### config.mk
export PLATFORM = sky130hd
export DESIGN_NAME = alu_multicycle_flat
export DESIGN_NICKNAME = d
export VERILOG_FILES = /design/src/rtl/alu_multicycle_if.sv /design/src/rtl/alu_multicycle.sv /design/src/flat_wrapper.sv
export SDC_FILE = /design/constraint.sdc
export NUM_CORES = 1
export LEC_CHECK = 0
export ABC_CLOCK_PERIOD_IN_PS = 10930
export BUFFER_PORTS_ARGS = -buffer_cell sky130_fd_sc_hd__buf_4
export CAP_MARGIN = 20
export CORE_MARGIN = 1.5
export CORE_UTILIZATION = 52
export DETAILED_ROUTE_END_ITERATION = 8
export PLACE_DENSITY = 0.7
export SYNTH_ARGS = -nofsm -noshare
export SYNTH_HDL_FRONTEND = slang
export SYNTH_SLANG_ARGS = --single-unit
export TNS_END_PERCENT = 5
### constraint.sdc
create_clock -name clock -period 10.93 [get_ports clock]
set_input_delay 0.5465 -clock clock [delete_from_list [all_inputs] [get_ports clock]]
set_output_delay 0.5465 -clock clock [all_outputs]
set_load 0.01 [all_outputs]
### src/rtl/alu_multicycle_if.sv
// Start/ready handshake and operand/result bus between the core and alu_multicycle.
interface alu_multicycle_if #(
  parameter int unsigned WIDTH   = 32,
  parameter int unsigned SHAMT_W = 5
);
  logic               ctrl_start;
  logic [4:0]         ctrl_ALUopcode;
  logic [SHAMT_W-1:0] ctrl_shiftamt;
  logic [WIDTH-1:0]   data_operandA;
  logic [WIDTH-1:0]   data_operandB;
  logic               ctrl_ready;
  logic [WIDTH-1:0]   data_result;
  logic               data_resultRDY;
  logic               isNotEqual;
  logic               isLessThan;
  logic               overflow;
  logic               data_exception;

  modport master (
    output ctrl_start, ctrl_ALUopcode, ctrl_shiftamt, data_operandA, data_operandB,
    input  ctrl_ready, data_result, data_resultRDY, isNotEqual, isLessThan, overflow, data_exception
  );

  modport slave (
    input  ctrl_start, ctrl_ALUopcode, ctrl_shiftamt, data_operandA, data_operandB,
    output ctrl_ready, data_result, data_resultRDY, isNotEqual, isLessThan, overflow, data_exception
  );
endinterface

### src/rtl/alu_multicycle.sv
// Clocked ALU: single-cycle ADD/SUB/AND/OR/SLL/SRA, iterative signed MUL/DIV behind start/ready.
// Define ALU_DIV_EN to build the restoring divider; without it DIV reports an unsupported opcode.
module alu_multicycle #(
  parameter int unsigned WIDTH   = 32,
  parameter int unsigned SHAMT_W = 5
) (
  input  logic            clock,
  input  logic            reset_n,
  alu_multicycle_if.slave bus
);
  localparam int unsigned CNT_W = $clog2(WIDTH);
  localparam int unsigned PW    = 2 * WIDTH;
  localparam logic [CNT_W-1:0] LAST_ITER = CNT_W'(WIDTH - 1);

  localparam logic [1:0] S_IDLE = 2'd0;
  localparam logic [1:0] S_BUSY = 2'd1;
  localparam logic [1:0] S_DONE = 2'd2;

  localparam logic [4:0] OP_ADD = 5'b00000;
  localparam logic [4:0] OP_SUB = 5'b00001;
  localparam logic [4:0] OP_AND = 5'b00010;
  localparam logic [4:0] OP_OR  = 5'b00011;
  localparam logic [4:0] OP_SLL = 5'b00100;
  localparam logic [4:0] OP_SRA = 5'b00101;
  localparam logic [4:0] OP_MUL = 5'b00110;
`ifdef ALU_DIV_EN
  localparam logic [4:0] OP_DIV = 5'b00111;
  localparam logic [WIDTH-1:0] MIN_VAL = {1'b1, {(WIDTH-1){1'b0}}};
`endif

  logic [1:0]       state_q, state_d;
  logic [CNT_W-1:0] cnt_q, cnt_d;
  logic [WIDTH-1:0] a_q, a_d, b_q, b_d;
  logic             neg_q, neg_d;
  logic [WIDTH-1:0] mag_q, mag_d;   // |A| for MUL, divisor |B| for DIV
  logic [WIDTH-1:0] acc_q, acc_d;   // product high half / partial remainder
  logic [WIDTH-1:0] lo_q, lo_d;     // multiplier+product low half / dividend+quotient
`ifdef ALU_DIV_EN
  logic             is_div_q, is_div_d;
`endif
  logic             ready_q, ready_d;
  logic             rdy_q, rdy_d;
  logic [WIDTH-1:0] result_q, result_d;
  logic             ne_q, ne_d, lt_q, lt_d, ovf_q, ovf_d, exc_q, exc_d;

  // Single-cycle datapath on the live bus, valid at the accept edge
  logic [WIDTH-1:0]        in_a, in_b, abs_a, abs_b;
  logic [WIDTH-1:0]        add_res, sub_res, sll_res, sra_res;
  logic signed [WIDTH-1:0] sra_raw;
  logic                    add_ovf, sub_ovf, shift_full, long_op;

  assign in_a       = bus.data_operandA;
  assign in_b       = bus.data_operandB;
  assign abs_a      = in_a[WIDTH-1] ? -in_a : in_a;
  assign abs_b      = in_b[WIDTH-1] ? -in_b : in_b;
  assign add_res    = in_a + in_b;
  assign sub_res    = in_a - in_b;
  assign add_ovf    = (in_a[WIDTH-1] == in_b[WIDTH-1]) && (add_res[WIDTH-1] != in_a[WIDTH-1]);
  assign sub_ovf    = (in_a[WIDTH-1] != in_b[WIDTH-1]) && (sub_res[WIDTH-1] != in_a[WIDTH-1]);
  assign shift_full = 32'(bus.ctrl_shiftamt) >= WIDTH;
  assign sll_res    = shift_full ? '0 : (in_a << bus.ctrl_shiftamt);
  assign sra_raw    = $signed(in_a) >>> bus.ctrl_shiftamt;
  assign sra_res    = shift_full ? {WIDTH{in_a[WIDTH-1]}} : sra_raw;
`ifdef ALU_DIV_EN
  assign long_op    = (bus.ctrl_ALUopcode == OP_MUL) || (bus.ctrl_ALUopcode == OP_DIV);
`else
  assign long_op    = (bus.ctrl_ALUopcode == OP_MUL);
`endif

  // Shift-add multiply step; final sign applied to the full double-width product
  logic [WIDTH:0]   mul_sum;
  logic [WIDTH-1:0] mul_acc_nxt, mul_lo_nxt;
  logic [PW-1:0]    mul_prod, mul_signed;
  logic             mul_ovf;

  assign mul_sum     = {1'b0, acc_q} + (lo_q[0] ? {1'b0, mag_q} : '0);
  assign mul_acc_nxt = mul_sum[WIDTH:1];
  assign mul_lo_nxt  = {mul_sum[0], lo_q[WIDTH-1:1]};
  assign mul_prod    = {mul_acc_nxt, mul_lo_nxt};
  assign mul_signed  = neg_q ? -mul_prod : mul_prod;
  assign mul_ovf     = (mul_signed[PW-1:WIDTH-1] != '0) && (mul_signed[PW-1:WIDTH-1] != '1);

`ifdef ALU_DIV_EN
  // Restoring divide step on magnitudes; quotient bits shift into lo
  logic [WIDTH:0]   div_shift, div_rem;
  logic [WIDTH+1:0] div_trial;
  logic             div_ok, div_zero, div_min_neg1;
  logic [WIDTH-1:0] div_acc_nxt, div_lo_nxt, div_quo;

  assign div_shift    = {acc_q, lo_q[WIDTH-1]};
  assign div_trial    = {1'b0, div_shift} - {2'b00, mag_q};
  assign div_ok       = ~div_trial[WIDTH+1];
  assign div_rem      = div_ok ? div_trial[WIDTH:0] : div_shift;
  assign div_acc_nxt  = WIDTH'(div_rem);
  assign div_lo_nxt   = {lo_q[WIDTH-2:0], div_ok};
  assign div_quo      = neg_q ? -div_lo_nxt : div_lo_nxt;
  assign div_zero     = (b_q == '0);
  assign div_min_neg1 = (a_q == MIN_VAL) && (b_q == '1);
`endif

  always_comb begin
    state_d  = state_q;
    cnt_d    = cnt_q;
    a_d      = a_q;
    b_d      = b_q;
    neg_d    = neg_q;
    mag_d    = mag_q;
    acc_d    = acc_q;
    lo_d     = lo_q;
`ifdef ALU_DIV_EN
    is_div_d = is_div_q;
`endif
    ready_d  = ready_q;
    rdy_d    = 1'b0;
    result_d = result_q;
    ne_d     = ne_q;
    lt_d     = lt_q;
    ovf_d    = ovf_q;
    exc_d    = exc_q;

    case (state_q)
      S_IDLE: begin
        if (bus.ctrl_start) begin
          a_d     = in_a;
          b_d     = in_b;
          neg_d   = in_a[WIDTH-1] ^ in_b[WIDTH-1];
          cnt_d   = '0;
          ready_d = 1'b0;
          if (long_op) begin
            state_d = S_BUSY;
            acc_d   = '0;
            mag_d   = abs_a;
            lo_d    = abs_b;
`ifdef ALU_DIV_EN
            is_div_d = (bus.ctrl_ALUopcode == OP_DIV);
            if (is_div_d) begin
              mag_d = abs_b;
              lo_d  = abs_a;
            end
`endif
          end else begin
            state_d  = S_DONE;
            rdy_d    = 1'b1;
            ne_d     = (in_a != in_b);
            lt_d     = $signed(in_a) < $signed(in_b);
            ovf_d    = 1'b0;
            exc_d    = 1'b0;
            result_d = '0;
            case (bus.ctrl_ALUopcode)
              OP_ADD: begin result_d = add_res; ovf_d = add_ovf; end
              OP_SUB: begin result_d = sub_res; ovf_d = sub_ovf; end
              OP_AND: result_d = in_a & in_b;
              OP_OR:  result_d = in_a | in_b;
              OP_SLL: result_d = sll_res;
              OP_SRA: result_d = sra_res;
              default: exc_d = 1'b1;
            endcase
          end
        end
      end

      S_BUSY: begin
        cnt_d = cnt_q + 1'b1;
        acc_d = mul_acc_nxt;
        lo_d  = mul_lo_nxt;
`ifdef ALU_DIV_EN
        if (is_div_q) begin
          acc_d = div_acc_nxt;
          lo_d  = div_lo_nxt;
        end
`endif
        if (cnt_q == LAST_ITER) begin
          state_d  = S_DONE;
          rdy_d    = 1'b1;
          cnt_d    = '0;
          ne_d     = (a_q != b_q);
          lt_d     = $signed(a_q) < $signed(b_q);
          result_d = mul_signed[WIDTH-1:0];
          ovf_d    = mul_ovf;
          exc_d    = 1'b0;
`ifdef ALU_DIV_EN
          if (is_div_q) begin
            result_d = div_zero ? '0 : div_quo;
            ovf_d    = div_min_neg1;
            exc_d    = div_zero;
          end
`endif
        end
      end

      S_DONE: begin
        state_d = S_IDLE;
        ready_d = 1'b1;
      end

      default: begin
        state_d = S_IDLE;
        ready_d = 1'b1;
      end
    endcase
  end

  always_ff @(posedge clock or negedge reset_n) begin
    if (!reset_n) begin
      state_q  <= S_IDLE;
      cnt_q    <= '0;
      a_q      <= '0;
      b_q      <= '0;
      neg_q    <= 1'b0;
      mag_q    <= '0;
      acc_q    <= '0;
      lo_q     <= '0;
`ifdef ALU_DIV_EN
      is_div_q <= 1'b0;
`endif
      ready_q  <= 1'b1;
      rdy_q    <= 1'b0;
      result_q <= '0;
      ne_q     <= 1'b0;
      lt_q     <= 1'b0;
      ovf_q    <= 1'b0;
      exc_q    <= 1'b0;
    end else begin
      state_q  <= state_d;
      cnt_q    <= cnt_d;
      a_q      <= a_d;
      b_q      <= b_d;
      neg_q    <= neg_d;
      mag_q    <= mag_d;
      acc_q    <= acc_d;
      lo_q     <= lo_d;
`ifdef ALU_DIV_EN
      is_div_q <= is_div_d;
`endif
      ready_q  <= ready_d;
      rdy_q    <= rdy_d;
      result_q <= result_d;
      ne_q     <= ne_d;
      lt_q     <= lt_d;
      ovf_q    <= ovf_d;
      exc_q    <= exc_d;
    end
  end

  assign bus.ctrl_ready     = ready_q;
  assign bus.data_resultRDY = rdy_q;
  assign bus.data_result    = result_q;
  assign bus.isNotEqual     = ne_q;
  assign bus.isLessThan     = lt_q;
  assign bus.overflow       = ovf_q;
  assign bus.data_exception = exc_q;
endmodule

### src/flat_wrapper.sv
// flat-port wrapper written by rule: the top's interface ports become plain ports
module alu_multicycle_flat 
#(
  parameter int unsigned WIDTH   = 32,
  parameter int unsigned SHAMT_W = 5
)
  (clock, reset_n, bus_ctrl_start, bus_ctrl_ALUopcode, bus_ctrl_shiftamt, bus_data_operandA, bus_data_operandB, bus_ctrl_ready, bus_data_result, bus_data_resultRDY, bus_isNotEqual, bus_isLessThan, bus_overflow, bus_data_exception);
  alu_multicycle_if #(.WIDTH(WIDTH), .SHAMT_W(SHAMT_W)) bus_i ();
  input  logic clock;
  input  logic reset_n;
  input wire logic [$bits(bus_i.ctrl_start)-1:0] bus_ctrl_start;
  input wire logic [$bits(bus_i.ctrl_ALUopcode)-1:0] bus_ctrl_ALUopcode;
  input wire logic [$bits(bus_i.ctrl_shiftamt)-1:0] bus_ctrl_shiftamt;
  input wire logic [$bits(bus_i.data_operandA)-1:0] bus_data_operandA;
  input wire logic [$bits(bus_i.data_operandB)-1:0] bus_data_operandB;
  output wire logic [$bits(bus_i.ctrl_ready)-1:0] bus_ctrl_ready;
  output wire logic [$bits(bus_i.data_result)-1:0] bus_data_result;
  output wire logic [$bits(bus_i.data_resultRDY)-1:0] bus_data_resultRDY;
  output wire logic [$bits(bus_i.isNotEqual)-1:0] bus_isNotEqual;
  output wire logic [$bits(bus_i.isLessThan)-1:0] bus_isLessThan;
  output wire logic [$bits(bus_i.overflow)-1:0] bus_overflow;
  output wire logic [$bits(bus_i.data_exception)-1:0] bus_data_exception;
  assign bus_i.ctrl_start = bus_ctrl_start;
  assign bus_i.ctrl_ALUopcode = bus_ctrl_ALUopcode;
  assign bus_i.ctrl_shiftamt = bus_ctrl_shiftamt;
  assign bus_i.data_operandA = bus_data_operandA;
  assign bus_i.data_operandB = bus_data_operandB;
  assign bus_ctrl_ready = bus_i.ctrl_ready;
  assign bus_data_result = bus_i.data_result;
  assign bus_data_resultRDY = bus_i.data_resultRDY;
  assign bus_isNotEqual = bus_i.isNotEqual;
  assign bus_isLessThan = bus_i.isLessThan;
  assign bus_overflow = bus_i.overflow;
  assign bus_data_exception = bus_i.data_exception;
  alu_multicycle #(.WIDTH(WIDTH), .SHAMT_W(SHAMT_W)) u_core (.clock(clock), .reset_n(reset_n), .bus(bus_i));
endmodule
==> flow_metrics.env <==
export IMPL_power_w=0.00403
export IMPL_crit_type="reg2reg"
export IMPL_nets=2995
export IMPL_initial_core_util_pct=52.8
export IMPL_dp_cells=3252
export IMPL_grt_pass1_vias=20500
export IMPL_cts_tree="yes"
export IMPL_seqCellArea_um2=5160
export IMPL_cp_arrival_ns=6.11
export IMPL_wl_per_cell_um=26.5
export IMPL_fmaxAchievable_mhz=176
export IMPL_p_per_area_nw_per_um2=172
export IMPL_synth_warnings=0
export IMPL_crit_chain="and2_1 > ha_1 > fa_1 > a211oi_2 > o21bai_1 > a2111oi_4 > nor3_1 > or3_1 > a22oi_1 > and4b_2 > nand3_1 > o31ai_1 > xnor2_1 > nor4bb_1 > a31oi_1 > o21ai_1 > nand2_1"
export IMPL_tns_ns=0
export IMPL_grt_ovfl_total=0
export IMPL_yosysMostFrequentCell="o21ai_0"
export IMPL_netlist_top_cells_area="dfrtp_1, ha_1, o21ai_0"
export IMPL_critPathSlowestCell="dfrtp_1"
export IMPL_post_cts_setup_buffers=0
export IMPL_antenna_found_initial=8
export IMPL_critical_path_required_ns=11.35
export IMPL_synthesis_area_um2=21600
export IMPL_die_area_um2=42800
export IMPL_rsz0062_at_grt="no"
export IMPL_cts_buffers_inserted=25
export IMPL_fp_dieH_um=207
export IMPL_cap_violations=0
export IMPL_port_buffers=114
export IMPL_period_share_pct=52.1
export IMPL_vias_per_cell=6.78
export IMPL_slew_headroom_pct=26.2
export IMPL_ys_types=102
export IMPL_clock_skew_ns=0.0195
export IMPL_drt_pass1_iterations=8
export IMPL_setup_viol=0
export IMPL_synth_seq_area_share_pct=23.8
export IMPL_synthCells=2765
export IMPL_synth_edf_count=0
export IMPL_avgSynthCellArea_um2=7.82
export IMPL_finalCoreUtilization_pct=57.3
export IMPL_yosysTopAreaCell="dfrtp_1"
export IMPL_drt_initial_drc_count=3163
export IMPL_async_flop_share_pct=100
export IMPL_gp_congestion=1.07
export IMPL_hold_slack_ns=-0.0320
export IMPL_fin_cells=3303
export IMPL_area_growth_pct=8.54
export IMPL_crit_fanout=33
export IMPL_syn_num_nets=3010
export IMPL_path_clk_slew_ns=0.07
export IMPL_worstSkewPairLatency_ns=0.56
export IMPL_slowest_delay_ns=0.75
export IMPL_drtAntennaViolNets=0
export IMPL_multiInputGateArea_um2=15300
export IMPL_grt_pass1_wl_um=129000
export IMPL_drv_slew=0
export IMPL_rows=74
export IMPL_nFillCells=3757
export IMPL_ir_drop_uv=121
export IMPL_final_hold_violation_count=6
export IMPL_root_buffer="clkbuf_16"
export IMPL_p_leak_nw=10.2
export IMPL_worst_slew_pin_slew_ns=1.10
export IMPL_grtUsageTotal_pct=40.2
export IMPL_clock_sinks=206
export IMPL_ctsHtreeMaxLevel=1
export IMPL_failed_checks="negative hold slack"
export IMPL_vias=22400
export IMPL_critPathLaunchType="flip-flop"
export IMPL_crit_path_end_kind="flip-flop"
export IMPL_cts_max_path_buffers=3
export IMPL_routed_wl_um=87400
export IMPL_die_x_um=207
export IMPL_yosys_register_bits=206
export IMPL_grt_max_degree=92
export IMPL_io_pins=115
export IMPL_cts_hold_buf=0
export IMPL_synthTopCellsByCount="o21ai_0, nand2_1, dfrtp_1"
export IMPL_synth_flop_cell="dfrtp_1"
export IMPL_hold_class="in2async"
export IMPL_coreArea_um2=40900
export IMPL_status="complete, but fails checks"
export IMPL_drive_above_1_share_pct=10.0
export IMPL_synth_top_area_share_pct=23.7
export IMPL_drc=0
export IMPL_postCtsResizedCells=0
export IMPL_dp_hpwl_um=66700
export IMPL_min_period_ns=5.69
==> final timing paths <==
path                                        startpoint                         endpoint  slack, ns  cells after the start
max                         u_core.lo_q[0]$_DFFE_PN0P_  u_core.bus.overflow$_DFFE_PN0P_       5.24                     17
min                                            reset_n     u_core.acc_q[16]$_DFFE_PN0P_      -0.03                      1
max in group asynchronous                      reset_n         u_core.neg_q$_DFFE_PN0P_       8.90                      3
max reg2reg                 u_core.lo_q[0]$_DFFE_PN0P_  u_core.bus.overflow$_DFFE_PN0P_       5.24                     17
min reg2reg                u_core.mag_q[0]$_DFFE_PN0P_      u_core.mag_q[0]$_DFFE_PN0P_       0.48                      2
min in group clock               bus_data_operandB[17]       u_core.b_q[17]$_DFFE_PN0P_       0.23                      3
==> sequential cells by signal (all words and copies together), names as in the netlist, 2 cells and up <==
name                    count
u_core.acc_q               32
u_core.b_q                 32
u_core.bus.data_result     32
u_core.cnt_q                5
u_core.mag_q               32
u_core.a_q                 32
u_core.lo_q                32
u_core.state_q              2
==> critical path: cells and delay by family, from the launching register on <==
family	cells	cell delay (ns)
and+or+nand+nor	7	1.79
adders and majority gates	2	0.69
DFF	1	0.75
AOI/OAI and AO/OA	7	2.12
xor gates and xnor gates	1	0.19
==> layout by cell type (no fill, tap or decap), types with 36 or more instances in the layout <==
cell type,instances
nor2_1,196
and2_1,46
mux2i_1,107
xor2_1,39
dfrtp_1,204
a21o_1,36
o21ai_0,354
nand2_1,297
nand3_1,77
nor3_1,44
a21oi_1,166
a22oi_1,40
o31ai_1,47
inv_1,140
buf_4,136
ha_1,165
xnor2_1,121
==> metal layers <==
| metal | global-route usage [%] | share of wire, % |
|---|---|---|
| met2 | 61.0 | 43 |
| met3 | 9.75 | 12 |
| met1 | 54.4 | 40 |
| met5 | 0 | 0.041 |
| met4 | 16.9 | 5.1 |
==> through the flow <==
step / instance area (um2) / worst slack (ns) / hold WS, ns
finish: 23500 / 5.24 / -0.0320
global route: 23500 / 4.95 / 0.0400
CTS: 23400 / 5.34 / 0.0101
detailed placement: 22700 / 5.38 / 0.467
global placement: 22700 / 5.45 / 0.461
floorplan: 21600 / 6.35 / 0.251
==> kinds of logic (layout without fill, tap and decap cells) <==
family	after synthesis	after routing	share of synthesized area, %
DFF	206	206	23.8
xor gates and xnor gates	161	161	6.56
adders and majority gates	168	168	9.83
and+or+nand+nor	825	825	18.2
other	0	3	0
AOI/OAI and AO/OA	933	933	27.4
buffers and inverters	325	328	5.70
muxes	147	147	8.44
==> power breakdown <==
part	total, W	leakage, nW	internal (W)	switching (W)
combinational	0.00209	7.25	0.000772	0.00132
sequential	0.00111	2.61	0.000940	0.000175
clock	0.000827	0.393	0.000466	0.000361
==> cell type report <==
type,instances,share of cell area [%]
antenna,3,0.0320
tap,532,2.84
clock buffer,32,2.91
timing repair buffer,139,4.46
sequential,206,22.0
multi-input combinational,2234,65.0
inverter,144,2.30
clock inverter,13,0.459
(Power assumes the default switching activity.)
